File: config.mk
export PLATFORM = sky130hd
export DESIGN_NAME = cs_seq_ctrl
export DESIGN_NICKNAME = d
export VERILOG_FILES = /design/src/rtl/cs_pkg.sv /design/src/rtl/cs_seq_pipe.sv /design/src/rtl/cs_seq_ctrl.sv
export SDC_FILE = /design/constraint.sdc
export NUM_CORES = 1
export LEC_CHECK = 0
export BUFFER_PORTS_ARGS = -buffer_cell sky130_fd_sc_hd__clkbuf_2
export CORE_UTILIZATION = 61
export CTS_CLUSTER_SIZE = 8
export DETAILED_ROUTE_END_ITERATION = 10
export GPL_TIMING_DRIVEN = 0
export HOLD_SLACK_MARGIN = 0.02
export PLACE_DENSITY = 0.85
export SLEW_MARGIN = 20
export SYNTH_ARGS = -nofsm -noshare
export SYNTH_HDL_FRONTEND = slang
export SYNTH_SLANG_ARGS = --single-unit
File: constraint.sdc
create_clock -name clk -period 6.9 [get_ports clk]
set_clock_uncertainty 0.05 [all_clocks]
set_input_delay 1.035 -clock clk [delete_from_list [all_inputs] [get_ports clk]]
set_output_delay 1.035 -clock clk [all_outputs]
set_load 0.1 [all_outputs]
File: src/rtl/cs_pkg.sv
// Shared types and constants for the CS filter sequencer.
package cs_pkg;

    typedef enum logic [2:0] {
        IDLE,
        CLR,
        STREAM,
        DONE,
        ABORT
    } state_e;

    localparam int WIN = 9;
    localparam int X_W = 8;
    localparam int Y_W = 10;

endpackage

File: src/rtl/cs_seq_pipe.sv
// Valid/index shift register that follows each sample read through the
// RAM, X register and CS latency so the result write knows its index.
module cs_seq_pipe #(
    parameter int DEPTH = 4,
    parameter int IW    = 15
) (
    input  logic          clk,
    input  logic          reset,
    input  logic          flush,
    input  logic          in_vld,
    input  logic [IW-1:0] in_idx,
    output logic          x_vld,
    output logic          wr_vld,
    output logic [IW-1:0] wr_idx
);

    logic [DEPTH-1:1]         vld_d, vld_q;
    logic [DEPTH-1:1][IW-1:0] idx_d, idx_q;

    always_comb begin
        vld_d    = vld_q;
        idx_d    = idx_q;
        vld_d[1] = in_vld;
        idx_d[1] = in_idx;
        for (int k = 2; k < DEPTH; k++) begin
            vld_d[k] = vld_q[k-1];
            idx_d[k] = idx_q[k-1];
        end
        if (flush) vld_d = '0;
    end

    always_ff @(posedge clk) begin
        if (!reset) begin
            vld_q <= '0;
            idx_q <= '0;
        end else begin
            vld_q <= vld_d;
            idx_q <= idx_d;
        end
    end

    // Stage 1 is the cycle in_rdata is on the bus; the last stage is the
    // cycle Y is valid, which the top registers into the write.
    assign x_vld  = vld_q[1];
    assign wr_vld = vld_q[DEPTH-1];
    assign wr_idx = idx_q[DEPTH-1];

endmodule

File: src/rtl/cs_seq_ctrl.sv
// Sequencer: resets the CS core, streams samples from RAM into X and
// writes each valid Y to the result RAM, then pulses done.
module cs_seq_ctrl #(
    parameter int AW      = 14,
    parameter int WIN     = cs_pkg::WIN,
    parameter int CS_LAT  = 1,
    parameter int RST_CYC = 2
) (
    input  logic                 clk,
    input  logic                 reset,
    input  logic                 start,
    input  logic [AW:0]          n_samp,
    input  logic                 abort,
    output logic                 busy,
    output logic                 done,
    output logic                 err,
    output logic                 in_re,
    output logic [AW-1:0]        in_addr,
    input  logic [cs_pkg::X_W-1:0] in_rdata,
    output logic                 cs_reset,
    output logic [cs_pkg::X_W-1:0] cs_x,
    input  logic [cs_pkg::Y_W-1:0] cs_y,
    output logic                 out_we,
    output logic [AW-1:0]        out_addr,
    output logic [cs_pkg::Y_W-1:0] out_wdata
);
    import cs_pkg::*;

    localparam int IW    = AW + 1;
    localparam int DEPTH = 3 + CS_LAT;
    localparam int CW    = (RST_CYC > 1) ? $clog2(RST_CYC) : 1;
    localparam logic [IW-1:0] N_MIN = IW'(WIN);
    localparam logic [IW-1:0] N_MAX = {1'b1, {AW{1'b0}}};
    localparam logic [IW-1:0] WOFF  = IW'(WIN - 1);

    state_e         state_q, state_d;
    logic [IW-1:0]  n_q, n_d;
    logic [IW-1:0]  rd_idx_q, rd_idx_d;
    logic [CW-1:0]  cnt_q, cnt_d;
    logic           busy_q, busy_d, done_q, done_d, err_q, err_d;
    logic           in_re_q, in_re_d, cs_reset_q, cs_reset_d;
    logic           out_we_q, out_we_d, wr_last_q, wr_last_d;
    logic [AW-1:0]  out_addr_q, out_addr_d;
    logic [X_W-1:0] cs_x_q, cs_x_d;
    logic [Y_W-1:0] out_wdata_q, out_wdata_d;

    logic           pipe_flush, x_vld, wr_vld;
    logic [IW-1:0]  wr_idx;

    assign pipe_flush = abort && (state_q != IDLE);

    cs_seq_pipe #(
        .DEPTH (DEPTH),
        .IW    (IW)
    ) u_pipe (
        .clk    (clk),
        .reset  (reset),
        .flush  (pipe_flush),
        .in_vld (in_re_q),
        .in_idx (rd_idx_q),
        .x_vld  (x_vld),
        .wr_vld (wr_vld),
        .wr_idx (wr_idx)
    );

    always_comb begin
        state_d     = state_q;
        n_d         = n_q;
        rd_idx_d    = rd_idx_q;
        cnt_d       = cnt_q;
        busy_d      = busy_q;
        done_d      = 1'b0;
        err_d       = 1'b0;
        in_re_d     = 1'b0;
        cs_reset_d  = cs_reset_q;
        cs_x_d      = cs_x_q;
        out_we_d    = 1'b0;
        out_addr_d  = out_addr_q;
        out_wdata_d = out_wdata_q;
        wr_last_d   = wr_last_q;

        if (x_vld) cs_x_d = in_rdata;
        // Entries before WIN-1 are window warm-up and produce no write.
        if (wr_vld && wr_idx >= WOFF) begin
            out_we_d    = 1'b1;
            out_addr_d  = AW'(wr_idx - WOFF);
            out_wdata_d = cs_y;
            wr_last_d   = (wr_idx == n_q - 1'b1);
        end

        case (state_q)
            IDLE: begin
                cs_reset_d = 1'b0;
                busy_d     = 1'b0;
                if (start && !abort) begin
                    if (n_samp >= N_MIN && n_samp <= N_MAX) begin
                        n_d        = n_samp;
                        busy_d     = 1'b1;
                        cs_reset_d = 1'b1;
                        cs_x_d     = '0;
                        cnt_d      = '0;
                        state_d    = CLR;
                    end else begin
                        err_d = 1'b1;
                    end
                end
            end
            CLR: begin
                cs_x_d = '0;
                if (cnt_q == CW'(RST_CYC - 1)) begin
                    cs_reset_d = 1'b0;
                    in_re_d    = 1'b1;
                    rd_idx_d   = '0;
                    state_d    = STREAM;
                end else begin
                    cnt_d = cnt_q + 1'b1;
                end
            end
            STREAM: begin
                if (in_re_q) begin
                    rd_idx_d = rd_idx_q + 1'b1;
                    in_re_d  = (rd_idx_q + 1'b1) < n_q;
                end
                if (out_we_q && wr_last_q) begin
                    busy_d  = 1'b0;
                    done_d  = 1'b1;
                    state_d = DONE;
                end
            end
            DONE: state_d = IDLE;
            ABORT: begin
                if (cnt_q == CW'(RST_CYC - 1)) begin
                    cs_reset_d = 1'b0;
                    state_d    = IDLE;
                end else begin
                    cnt_d = cnt_q + 1'b1;
                end
            end
            default: state_d = IDLE;
        endcase

        if (pipe_flush) begin
            in_re_d    = 1'b0;
            out_we_d   = 1'b0;
            busy_d     = 1'b0;
            done_d     = 1'b0;
            cs_reset_d = 1'b1;
            cnt_d      = '0;
            state_d    = ABORT;
        end
    end

    always_ff @(posedge clk) begin
        if (!reset) begin
            state_q     <= IDLE;
            n_q         <= '0;
            rd_idx_q    <= '0;
            cnt_q       <= '0;
            busy_q      <= 1'b0;
            done_q      <= 1'b0;
            err_q       <= 1'b0;
            in_re_q     <= 1'b0;
            cs_reset_q  <= 1'b1;
            out_we_q    <= 1'b0;
            wr_last_q   <= 1'b0;
            out_addr_q  <= '0;
            cs_x_q      <= '0;
            out_wdata_q <= '0;
        end else begin
            state_q     <= state_d;
            n_q         <= n_d;
            rd_idx_q    <= rd_idx_d;
            cnt_q       <= cnt_d;
            busy_q      <= busy_d;
            done_q      <= done_d;
            err_q       <= err_d;
            in_re_q     <= in_re_d;
            cs_reset_q  <= cs_reset_d;
            out_we_q    <= out_we_d;
            wr_last_q   <= wr_last_d;
            out_addr_q  <= out_addr_d;
            cs_x_q      <= cs_x_d;
            out_wdata_q <= out_wdata_d;
        end
    end

    assign busy      = busy_q;
    assign done      = done_q;
    assign err       = err_q;
    assign in_re     = in_re_q;
    assign in_addr   = rd_idx_q[AW-1:0];
    assign cs_reset  = cs_reset_q;
    assign cs_x      = cs_x_q;
    assign out_we    = out_we_q;
    assign out_addr  = out_addr_q;
    assign out_wdata = out_wdata_q;

endmodule

; Word-level counts from Yosys, hierarchy flattened
; Cells that the tools add are included.
[word_totals]
out_inout_bits = 52
regBits = 121
elab_cells = 97
input_bits = 37
[op_classes]
reduce_logical = 22
mux = 30
n_eq_ne = 16
magnitude_cmp = 4
add_sub_neg = 4
bitwise = 2
[ops]
columns = operator, n
row1 = $ge 15x4->1 const B, 2
row2 = $mux 15, 2
row3 = $pmux 15 s2, 1
row4 = $mux 8, 3
row5 = $mux 3, 6
row6 = $pmux 8 s2, 1
row7 = $add 15x1->15 const B, 1
row8 = $eq 15x15->1, 1
row9 = $le 15x15->1 const B, 1
row10 = $lt 15x15->1, 1
row11 = $ne 3x3->1 const B, 5
row12 = $sub 15x1->15 const B, 1
row13 = $sub 14x4->14 const B, 1
row14 = $mux 1, 12
row15 = $ne 2x2->1 const B, 6
row16 = $pmux 3 s4, 1
row17 = $reduce_and 3->1, 4
row18 = $reduce_and 5->1, 2
row19 = $pmux 1 s2, 4
row20 = $reduce_bool 2->1, 3
row21 = $logic_and 1x1->1, 5
row22 = $reduce_and 2->1, 2
row23 = $reduce_or 2->1, 2
row24 = $eq 3x1->1 const B, 1
row25 = other kinds (9), 10

; Logic depth before layout (Yosys ltp)
; Gate-level depths: netlist of the first run.
[depth]
depth_word = 6
mapped_depth = 11
mapped_depth_nobuf = 11

; By module
; Synthesis of the first run repeated with hierarchy kept, for this count alone.
[hier_totals]
hier_cells = 600
hier_area_um2 = 5476.5
[modules_own_cells]
columns = module, area_per_inst_um2, cells_per_inst, instances, seq_area_each_um2
row1 = cs_seq_ctrl, 4137.7, 499, 1, 1461.4
row2 = cs_seq_pipe, 1338.8, 101, 1, 960.9

; Worst setup path before layout of the first run
; OpenSTA, ideal clock, no wires.
[synth_path]
kind = input port to flip-flop
startpoint = input port n_samp[10]
endpoint = register cs_x_q[0], in the netlist cs_x[0]
arrival_ns = 2.574
setup_ns = 0.124
path_slack_ns = 4.153
stages = 8
required_time_ns = 6.726
path_buffers = 2
path_cell_list = nor4_1 -> and3_1 -> a21oi_1 -> nor3_1 -> buf_2 -> buf_2 -> nand3b_1 -> nor2_1
[synth_via]
elab_chain_len = 5
word_cells_on_any_way = 6
cone_classes = 2 x order compare / 3 x mux / 1 x reduce/logical
[synth_lines]
columns = element, line_no
row1 = from (decl), cs_seq_ctrl.sv:12  ; input logic [AW:0] n_samp,
row2 = $ge 15x4->1 / $le 15x15->1 (equally long branches), cs_seq_ctrl.sv:96  ; if (n_samp >= N_MIN && n_samp <= N_MAX) begin
row3 = $logic_and 1x1->1 (*), cs_seq_ctrl.sv:96
row4 = $mux 8 (*), cs_seq_ctrl.sv:96
row5 = $mux 8 (*), cs_seq_ctrl.sv:95  ; if (start && !abort) begin
row6 = $pmux 8 s2 (*), cs_seq_ctrl.sv:91  ; case (state_q)
row7 = to (signal assigned), cs_seq_ctrl.sv:182  ; cs_x_q <= cs_x_d;
row8 = to (decl), cs_seq_ctrl.sv:44  ; logic [X_W-1:0] cs_x_q, cs_x_d;
; Every way passes the cells marked *; elsewhere a longest branch is shown, timed or not.
; A chain may end at the register's enable or synchronous reset.

; Final worst setup path of the first run
[layout_path]
startpoint = register rd_idx_q[0]
endpoint = register in_re_q, in the netlist in_re
[layout_via]
elab_chain_len = 4
[layout_lines]
columns = element, line_no
row1 = from (decl), cs_seq_ctrl.sv:38  ; logic [IW-1:0] rd_idx_q, rd_idx_d;
row2 = from (signal assigned), cs_seq_ctrl.sv:172  ; rd_idx_q <= rd_idx_d;
row3 = $add 15x1->15, cs_seq_ctrl.sv:122  ; in_re_d = (rd_idx_q + 1'b1) < n_q;
row4 = $lt 15x15->1, cs_seq_ctrl.sv:122
row5 = $mux 1, cs_seq_ctrl.sv:120  ; if (in_re_q) begin
row6 = $pmux 1 s2, cs_seq_ctrl.sv:91
row7 = to (signal assigned), cs_seq_ctrl.sv:177  ; in_re_q <= in_re_d;
row8 = to (decl), cs_seq_ctrl.sv:41  ; logic in_re_q, in_re_d, cs_reset_q, cs_reset_d;
; No other way between the ends.

==> reports/qor.yml, run 1 <==
synth_area_leaders: "dfxtp_1 44%, mux2i_1 7.1%, and2_1 5.6%"
dpl_cell_area_um2: 6080
grt_overflow: 0
crit_chain: "ha_1 -> and3_1 -> and3_1 -> nand3_1 -> xnor2_1 -> ha_1 -> a21o_1 -> a21o_1 -> a21oi_1 -> nor2_1 -> nor4_1"
clk_latency_ns: 0.51
clkTransAtPathRegs_ns: 0.06
yosys_warnings: 0
yosys.cell_count.top_type: "dfxtp_1"
rsz0062_at_grt: "false"
holdCritPathClass: "flip-flop to flip-flop"
maxCapViolCount: 0
whs_ns: 0.381
crit_family: "simple AND/OR/NAND/NOR gates"
p_int_mw: 1.29
syn_nets: 624
vdd_drop_max_mv: 0.155
rr_worst_depth: 11
numPortBuffers: 87
die_x_um: 97.1
endpoint_kind: "flip-flop"
worstSetupPathType: "flip-flop to flip-flop"
design_area_um2: 6630
slew_headroom_pct: 56.9
cts_max_path_buffers: 2
grt_pass1_wl_mm: 20.8
p_leak_nw: 2.97
r2r_slack_ns: 4.04
crit_fanout: 8
synth.avg_cell_area_um2: 9.67
area.growth.synth_to_final_pct: 20.2
clkPwrFrac_pct: 44.6
cts_hold_buf: 0
nFillCells: 591
post-dp-hpwl_mm: 9.22
post-route-period-util_pct: 41.4
dpl_worst_slack_ns: 3.65
cp_slowest_cell: "dfxtp_1"
netlist_instances: 570
cts_sinks: 121
wl_per_cell_um: 16.1
ios: 89
synth_seq_cells: 121
cts_tree: "yes"
dieArea_um2: 9420
start_util_pct: 63.2
p_seq_share_pct: 41.4
place_congestion: 0.875
pwr-share-comb_pct: 14.0
fin_setup_tns_ns: 0
async_reset_ff_share_pct: 0
synth_common_cells: "121 x dfxtp_1, 49 x and2_1, 39 x mux2i_1"
viasPerCell: 5.64
drtPass1Iterations: 7
synth_edf_count: 0
cp.arrival_ns: 3.21
diodes: 0
antenna_found_initial: 0
totalWireLength_mm: 12.8
cts_resized: 0
layout_min_cycle_time_ns: 2.86
die_h_um: 97.1
startpoint_type: "flip-flop"
critPathMaxStageDelay_ns: 0.49
crit_required_ns: 7.26
rows: 34
root_buffer: "clkbuf_8"
synth.yosys.seq_area_share_pct: 43.9
timing.rr.start: "rd_idx_q[0]$_SDFFE_PN0P_"
grt_pass1_vias: 4332
timing.final.hold_violations: 0
hold_depth: 1
netSwitchingPower_uw: 497
yosys.area.top_type: "dfxtp_1"
cts_buffers: 17
ant_nets: 0
hp-start: "u_pipe.idx_d[24]$_SDFF_PN0_"
power_per_cell_area_nw_per_um2: 269
sw_frac_of_total_pct: 27.9
synth_flop_cell: "dfxtp_1"
layout_setup_ws_ns: 4.04
core_um2: 8720
synth_cell_types: 62
holdPathEnd: "u_pipe.idx_d[39]$_SDFF_PN0_"
path_buf_inv: 0
grtUsageTotal_pct: 27.8
drv_slew: 0
post_cts_buffers: 0
post-route-drc-count: 0
tightest_slew_ns: 0.646
drive_above_1_share_pct: 21.9
setup_viol: 0
grt_max_degree: 17
fmax_ghz: 0.350
status: "complete, no violations"
r2r-end: "in_re$_SDFF_PP0_"
htreeDepth: 4
drt_iter0_drc: 253
syn_area_um2: 5510
nets: 730
vias: 4497
synthDominantCellAreaShare_pct: 43.9
-- per-stage QoR --
stage | std cells | total power [mW] | util (%)
after floorplan | 570 | 0.938 | -
after global placement | 765 | 0.985 | 69.8
after detailed placement | 765 | 0.994 | 69.8
after CTS | 797 | 1.78 | 76.0
after global routing | 797 | 1.85 | 76.0
final | 797 | 1.78 | 76.0
-- per-layer routing --
metal | wire length, um | up-vias | global-route usage (%)
li1 | - | 2173 | -
met1 | 5290 | 2106 | 32.4
met2 | 6460 | 195 | 49.4
met3 | 851 | 23 | 6.83
met4 | 214 | 0 | 9.64
met5 | 0 | - | 0
-- flip-flops by register name, indices dropped and copies added (netlist names) --
register and count:
done 1, u_pipe.vld_q 3, u_pipe.wr_idx 15, in_re 1, cs_x 8, wr_last_q 1
out_we 1, out_wdata 10, u_pipe.idx_d 30, cs_reset 1, err 1, busy 1
cnt_q 1, out_addr 14, state_q 3, n_q 15, rd_idx_q 15
-- placed cells by master (no fill, tap or decap), drive strengths merged, types with 5 or more instances in the layout --
cell / count
clkbuf: 125
dfxtp: 121
and2: 50
mux2i: 39
nor2b: 32
nor2: 29
nand2: 29
xnor2: 25
inv: 24
buf: 24
xor2: 18
o21ai: 17
ha: 17
nand3: 12
nor3: 12
o211a: 11
and3: 10
a21oi: 9
nor4: 9
nand4: 6
clkinv: 6
a21o: 5
o31ai: 5
or4: 5
-- kinds of logic after synthesis --
logic type                 Yosys count  synth area share, %
DFF                                121                 43.9
muxes                               39                 7.08
xor gates and xnor gates            43                 6.83
and+or+nand+nor                    207                 21.5
AOI/OAI and AO/OA                   79                 10.7
adders and majority gates           18                 4.04
buffers and inverters               63                 5.97
-- worst max-delay path by stage --
stage	start	to	slack (ns)	cells after the start
2_1_floorplan	n_samp[10]	cs_x[0]$_SDFF_PN0_	4.15	8
3_5_place_dp	n_samp[6]	cs_x[7]$_SDFF_PN0_	3.65	9
5_1_grt	rd_idx_q[0]$_SDFFE_PN0P_	in_re$_SDFF_PP0_	3.76	11
4_1_cts	rd_idx_q[0]$_SDFFE_PN0P_	in_re$_SDFF_PP0_	4.07	11
3_3_place_gp	n_samp[6]	cs_x[5]$_SDFF_PN0_	3.68	9
6_report	rd_idx_q[0]$_SDFFE_PN0P_	in_re$_SDFF_PP0_	4.04	11
-- final cells by class --
cell class	instances	area [um^2]	area share (%)
buffer	42	250	3.77
clock buffer	20	455	6.87
clock inverter	12	90.1	1.36
inverter	21	78.8	1.19
multi-input combinational	386	2760	41.7
sequential	121	2420	36.5
tap	108	135	2.04
timing repair buffer	87	435	6.57
-- power groups by stage --
stage	combinational (mW)	clock (mW)	sequential, mW
final	0.249	0.795	0.738
after global routing	0.275	0.833	0.740
after CTS	0.247	0.798	0.737
after detailed placement	0.243	0	0.752
after global placement	0.234	0	0.751
after floorplan	0.162	0	0.776
No activity file was read; power rests on OpenSTA's default activity.
==> run 2: changes to the inputs <==
--- a/config.mk
+++ b/config.mk
@@ -6,12 +6,12 @@
 export NUM_CORES = 1
 export LEC_CHECK = 0
 export BUFFER_PORTS_ARGS = -buffer_cell sky130_fd_sc_hd__clkbuf_2
-export CORE_UTILIZATION = 61
+export CORE_UTILIZATION = 56
 export CTS_CLUSTER_SIZE = 8
 export DETAILED_ROUTE_END_ITERATION = 10
 export GPL_TIMING_DRIVEN = 0
 export HOLD_SLACK_MARGIN = 0.02
-export PLACE_DENSITY = 0.85
+export PLACE_DENSITY = 0.79
 export SLEW_MARGIN = 20
 export SYNTH_ARGS = -nofsm -noshare
 export SYNTH_HDL_FRONTEND = slang
==> constraint.sdc (replaced) <==
create_clock -name clk -period 2.9 [get_ports clk]
set_clock_uncertainty 0.05 [all_clocks]
set_input_delay 0.435 -clock clk [delete_from_list [all_inputs] [get_ports clk]]
set_output_delay 0.435 -clock clk [all_outputs]
set_load 0.1 [all_outputs]
==> run 2 against run 1 <==
Against the previous run: total power is 140% higher; die area is 8.7% higher; design area is 0.77% higher; fmax is 7.9% higher; sequential share of layout area is 0.24 points lower; cell count is 2.6% higher; combinational power is 140% higher; critical path type unchanged; critical endpoint unchanged; highest routed layer unchanged.
==> reports/qor.yml, run 2 (synthesis results as in run 1) <==
status: "complete, no violations"
drt_iter0_drc: 176  # -30%
area.growth.synth_to_final_pct: 21.2
totalWireLength_mm: 12.8  # about the same
cts_sinks: 121  # unchanged
timing.final.hold_violations: 0  # unchanged
vdd_drop_max_mv: 0.370  # +140%
grt_max_degree: 17  # unchanged
cts_tree: "yes"
rsz0062_at_grt: "false"
drtPass1Iterations: 5  # -2
place_congestion: 0.903  # +3.2%
startpoint_type: "flip-flop"
nFillCells: 749  # +27%
ant_nets: 0  # unchanged
ios: 89  # unchanged
nets: 730  # unchanged
rows: 35  # +2.9%
post-dp-hpwl_mm: 9.41  # +2.1%
drive_above_1_share_pct: 22.6  # +0.73 points
grt_pass1_wl_mm: 20.3  # -2.4%
vias: 4418  # -1.8%
dieArea_um2: 10200  # +8.7%
final_common_cell: "dfxtp_1"
start_util_pct: 58.8  # -4.4 points
core_um2: 9370  # +7.5%
post-route-drc-count: 0  # unchanged
maxCapViolCount: 0  # unchanged
largest_register_ffs: 30  # unchanged
worstSetupPathType: "flip-flop to flip-flop"
seq_area_um2: 2420  # +0.10%
slew_headroom_pct: 60.0  # +3.1 points
crit_required_ns: 3.25  # -4.01 ns
tightest_slew_ns: 0.597  # -0.0488 ns
fmax_ghz: 0.378  # +7.9%
viasPerCell: 5.40  # -4.3%
root_buffer: "clkbuf_8"
die_h_um: 101  # +4.3%
cts_buffers: 17  # unchanged
cts_max_path_buffers: 2  # unchanged
layout_min_cycle_time_ns: 2.65  # -0.209 ns
numPortBuffers: 87  # unchanged
diodes: 0  # unchanged
fin_util_pct: 71.3  # -4.7 points
grtUsageTotal_pct: 26.3  # -1.5 points
mostFrequentLayoutCells: "119 x dfxtp_1, 87 x clkbuf_2, 49 x and2_1"
setup_viol: 0  # unchanged
fin_setup_tns_ns: 0  # unchanged
clkTransAtPathRegs_ns: 0.06  # about the same
drv_slew: 0  # unchanged
crit_fanout: 8  # unchanged
holdCritPathClass: "primary input to flip-flop"
endpoint_kind: "flip-flop"
antenna_found_initial: 0  # unchanged
htreeDepth: 4  # unchanged
wl_per_cell_um: 15.7  # -2.5%
clk_latency_ns: 0.52  # about the same
p_leak_nw: 2.97  # about the same
multi_input_area_um2: 2770  # +0.36%
cp.arrival_ns: 2.99  # -0.22 ns
grt_pass1_vias: 4143  # -4.4%
die_x_um: 101  # +4.3%
grt_overflow: 0  # unchanged
post-route-period-util_pct: 91.2  # +50 points
power_per_cell_area_nw_per_um2: 645  # +140%
[run 2: layout make-up]
cell class / instances / area share, %
Buffer: 42 / 3.75
Clock buffer: 17 / 6.20
Clock inverter: 15 / 2.15
Inverter: 21 / 1.18
Multi-Input combinational cell: 386 / 41.5
Sequential cell: 121 / 36.3
Tap cell: 129 / 2.42
Timing Repair Buffer: 87 / 6.52
[run 2: critical path, cell delays in order (launching register included)]
cell	delay [ns]
dfxtp_2	0.41
ha_2	0.23
and3_1	0.22
nand4_1	0.17
nor2_2	0.25
nand3_1	0.15
xnor2_1	0.18
ha_1	0.29
and4_1	0.20
nand2_1	0.08
a211oi_1	0.23
nor4_1	0.07
[run 2: per-layer routing]
layer  up-vias  routed length (um)  GRT usage, %  share of wire [%]
met5         -                   0             0                  0
met4         0                 218          9.70                1.7
met3        19                 696          7.45                5.4
met2       140                6290          45.8                 49
met1      2076                5610          30.7                 44
li1       2183                   -             -                  -
[run 2: repair_timing]
action                                  in CTS  in global routing
hold buffers                                 0                  0
gates resized for setup                      0                  5
endpoints found under the hold margin        0                  0
buffers inserted                             0                  0
endpoints found under the setup margin       0                  1
[run 2: worst paths after layout]
check                              start                           to  slack, ns  depth (start not counted)
max reg2reg     rd_idx_q[0]$_SDFFE_PN0P_             in_re$_SDFF_PP0_       0.25                         11
max             rd_idx_q[0]$_SDFFE_PN0P_             in_re$_SDFF_PP0_       0.25                         11
min reg2reg  u_pipe.idx_d[15]$_SDFF_PN0_  u_pipe.idx_d[30]$_SDFF_PN0_       0.38                          1
min                          in_rdata[4]           cs_x[4]$_SDFF_PN0_        0.1                          3
[run 2: through the flow]
| step | worst slack, ns | cells | instance area (um^2) | hold WS [ns] | power, mW |
|---|---|---|---|---|---|
| 2_1_floorplan | 0.504 | 570 | 5510 | 0.356 | 2.23 |
| 3_3_place_gp | 0.124 | 786 | 6110 | 0.365 | 2.35 |
| 3_5_place_dp | 0.116 | 786 | 6110 | 0.369 | 2.37 |
| 4_1_cts | 0.0634 | 818 | 6670 | 0.0934 | 4.31 |
| 5_1_grt | 0.0416 | 818 | 6680 | 0.0984 | 4.48 |
| 6_report | 0.254 | 818 | 6680 | 0.0999 | 4.31 |
[run 2: power by group]
part,switching [mW],internal (mW)
clock network,0.812,1.15
registers,0.0522,1.71
logic,0.360,0.230
==> run 3: changes to the inputs <==
==> constraint.sdc (replaced) <==
create_clock -name clk -period 2.85 [get_ports clk]
set_clock_uncertainty 0.05 [all_clocks]
set_input_delay 0.4275 -clock clk [delete_from_list [all_inputs] [get_ports clk]]
set_output_delay 0.4275 -clock clk [all_outputs]
set_load 0.1 [all_outputs]
==> run 3 against run 2 <==
Against the previous run: fmax shrank 0.89%; wire length grew 0.36%; setup slack lost 0.074 ns; highest routed layer unchanged; sequential cell count is the same; non-clock buffer count is the same.
==> reports/qor.yml, run 3 (synthesis results as in run 1) <==
ios: 89  # unchanged
antenna_found_initial: 0  # unchanged
dp_cells: 786  # unchanged
numPortBuffers: 87  # unchanged
vias: 4384  # -0.77%
setup_viol: 0  # unchanged
startpoint_type: "flip-flop"
start_util_pct: 58.8  # unchanged
tightest_slew_ns: 0.600  # +0.00277 ns
grtUsageTotal_pct: 26.3  # unchanged
grt_overflow: 0  # unchanged
cts_tree: "yes"
post-dp-hpwl_mm: 9.41  # unchanged
power_per_cell_area_nw_per_um2: 655  # +1.5%
clk_latency_ns: 0.52  # about the same
layout_min_cycle_time_ns: 2.67  # +0.0238 ns
dpl_cell_area_um2: 6110  # unchanged
area.growth.synth_to_final_pct: 21.5
totalWireLength_mm: 12.9  # +0.36%
drive_above_1_share_pct: 22.9  # +0.29 points
cts_buffers: 17  # unchanged
cts_max_path_buffers: 2  # unchanged
drt_iter0_drc: 192  # +9.1%
endpoint_kind: "flip-flop"
ant_nets: 0  # unchanged
nFillCells: 748  # -0.13%
die_h_um: 101  # unchanged
power_mw: 4.39  # +1.8%
nets: 730  # unchanged
wl_per_cell_um: 15.7  # +0.36%
core_um2: 9370  # unchanged
drtPass1Iterations: 4  # -1
post-route-period-util_pct: 93.7  # +2.4 points
cp.arrival_ns: 3.02  # +0.03 ns
maxCapViolCount: 0  # unchanged
mostFrequentLayoutCells: "119 x dfxtp_1, 87 x clkbuf_2, 49 x and2_1"
grt_use_met2_pct: 45.8  # unchanged
stdcell_count: 818  # unchanged
grt_pass1_wl_mm: 20.3  # unchanged
vdd_drop_max_mv: 0.376  # +1.8%
die_x_um: 101  # unchanged
whs_ns: 0.0922  # -0.00768 ns
holdCritPathClass: "primary input to flip-flop"
fin_util_pct: 71.5  # +0.19 points
grt_util_met1_pct: 30.7  # unchanged
viasPerCell: 5.36  # -0.77%
rr_worst_depth: 11  # unchanged
rows: 35  # unchanged
grt_pass1_vias: 4143  # unchanged
fmax_ghz: 0.375  # -0.89%
place_congestion: 0.903  # unchanged
drv_slew: 0  # unchanged
grt_max_degree: 17  # unchanged
cts_hold_buf: 0  # unchanged
design_area_um2: 6700  # +0.26%
top_usage_layer: "met2"
final_common_cell: "dfxtp_1"
worstSetupPathType: "flip-flop to flip-flop"
post-route-drc-count: 0  # unchanged
dieArea_um2: 10200  # unchanged
htreeDepth: 4  # unchanged
hold_depth: 3  # unchanged
crit_required_ns: 3.20  # -0.05 ns
diodes: 0  # unchanged
crit_fanout: 8  # unchanged
timing.final.hold_violations: 0  # unchanged
p_leak_nw: 2.98  # +0.31%
status: "complete, no violations"
clkTransAtPathRegs_ns: 0.06  # about the same
grt_use_met3_pct: 7.45  # unchanged
largest_register_ffs: 30  # unchanged
slew_headroom_pct: 59.8  # -0.19 points
cts_sinks: 121  # unchanged
root_buffer: "clkbuf_8"
[run 3: cell counts in the layout (fill, tap and decap cells not counted)]
Identical to the previous run, type by type.
[run 3: metal layers]
metal	wire [um]	share of wire [%]	vias up
met2	6340	49	123
met3	573	4.5	21
met1	5690	44	2060
met4	267	2.1	0
li1	-	-	2180
met5	0	0	-
[run 3: timing repair]
action / CTS / global route
setup buffers: 0 / 0
resized for setup: 0 / 8
setup endpoints to repair: 0 / 1
[run 3: path summary, 6_finish.rpt]
path                               start                           to  slack, ns
max             rd_idx_q[0]$_SDFFE_PN0P_             in_re$_SDFF_PP0_       0.18
max reg2reg     rd_idx_q[0]$_SDFFE_PN0P_             in_re$_SDFF_PP0_       0.18
min                          in_rdata[4]           cs_x[4]$_SDFF_PN0_       0.09
min reg2reg  u_pipe.idx_d[15]$_SDFF_PN0_  u_pipe.idx_d[30]$_SDFF_PN0_       0.38
[run 3: final cells by class]
cell class              instances  area (um^2)  share of cell area (%)
inverters                      21         78.8                    1.18
clock buffers                  17          414                    6.18
repair buffers                 87          435                    6.50
plain buffers                  42          250                    3.74
flip-flops and latches        121         2420                    36.2
multi-input cells             386         2790                    41.7
clock inverters                15          144                    2.15
well taps                     129          161                    2.41
[run 3: critical path, stage by stage (launching register included)]
cell	delay, ns
dfxtp_2	0.41
ha_2	0.24
and3_1	0.22
nand4_1	0.21
nor2_4	0.22
nand3_1	0.13
xnor2_1	0.18
ha_1	0.29
and4_1	0.20
nand2_1	0.08
a211oi_1	0.23
nor4_1	0.07
[run 3: metrics by stage]
stage	setup WS, ns	TNS, ns
after CTS	0.0134	0
after global routing	-0.000818	-0.000818
final	0.180	0
after global placement	0.0739	0
after detailed placement	0.0656	0
after floorplan	0.454	0
[run 3: power by group]
group | internal [mW] | switching [mW] | total, mW
combinational | 0.234 | 0.366 | 0.599
sequential | 1.74 | 0.0534 | 1.79
clock | 1.17 | 0.826 | 2.00
total | 3.14 | 1.25 | 4.39
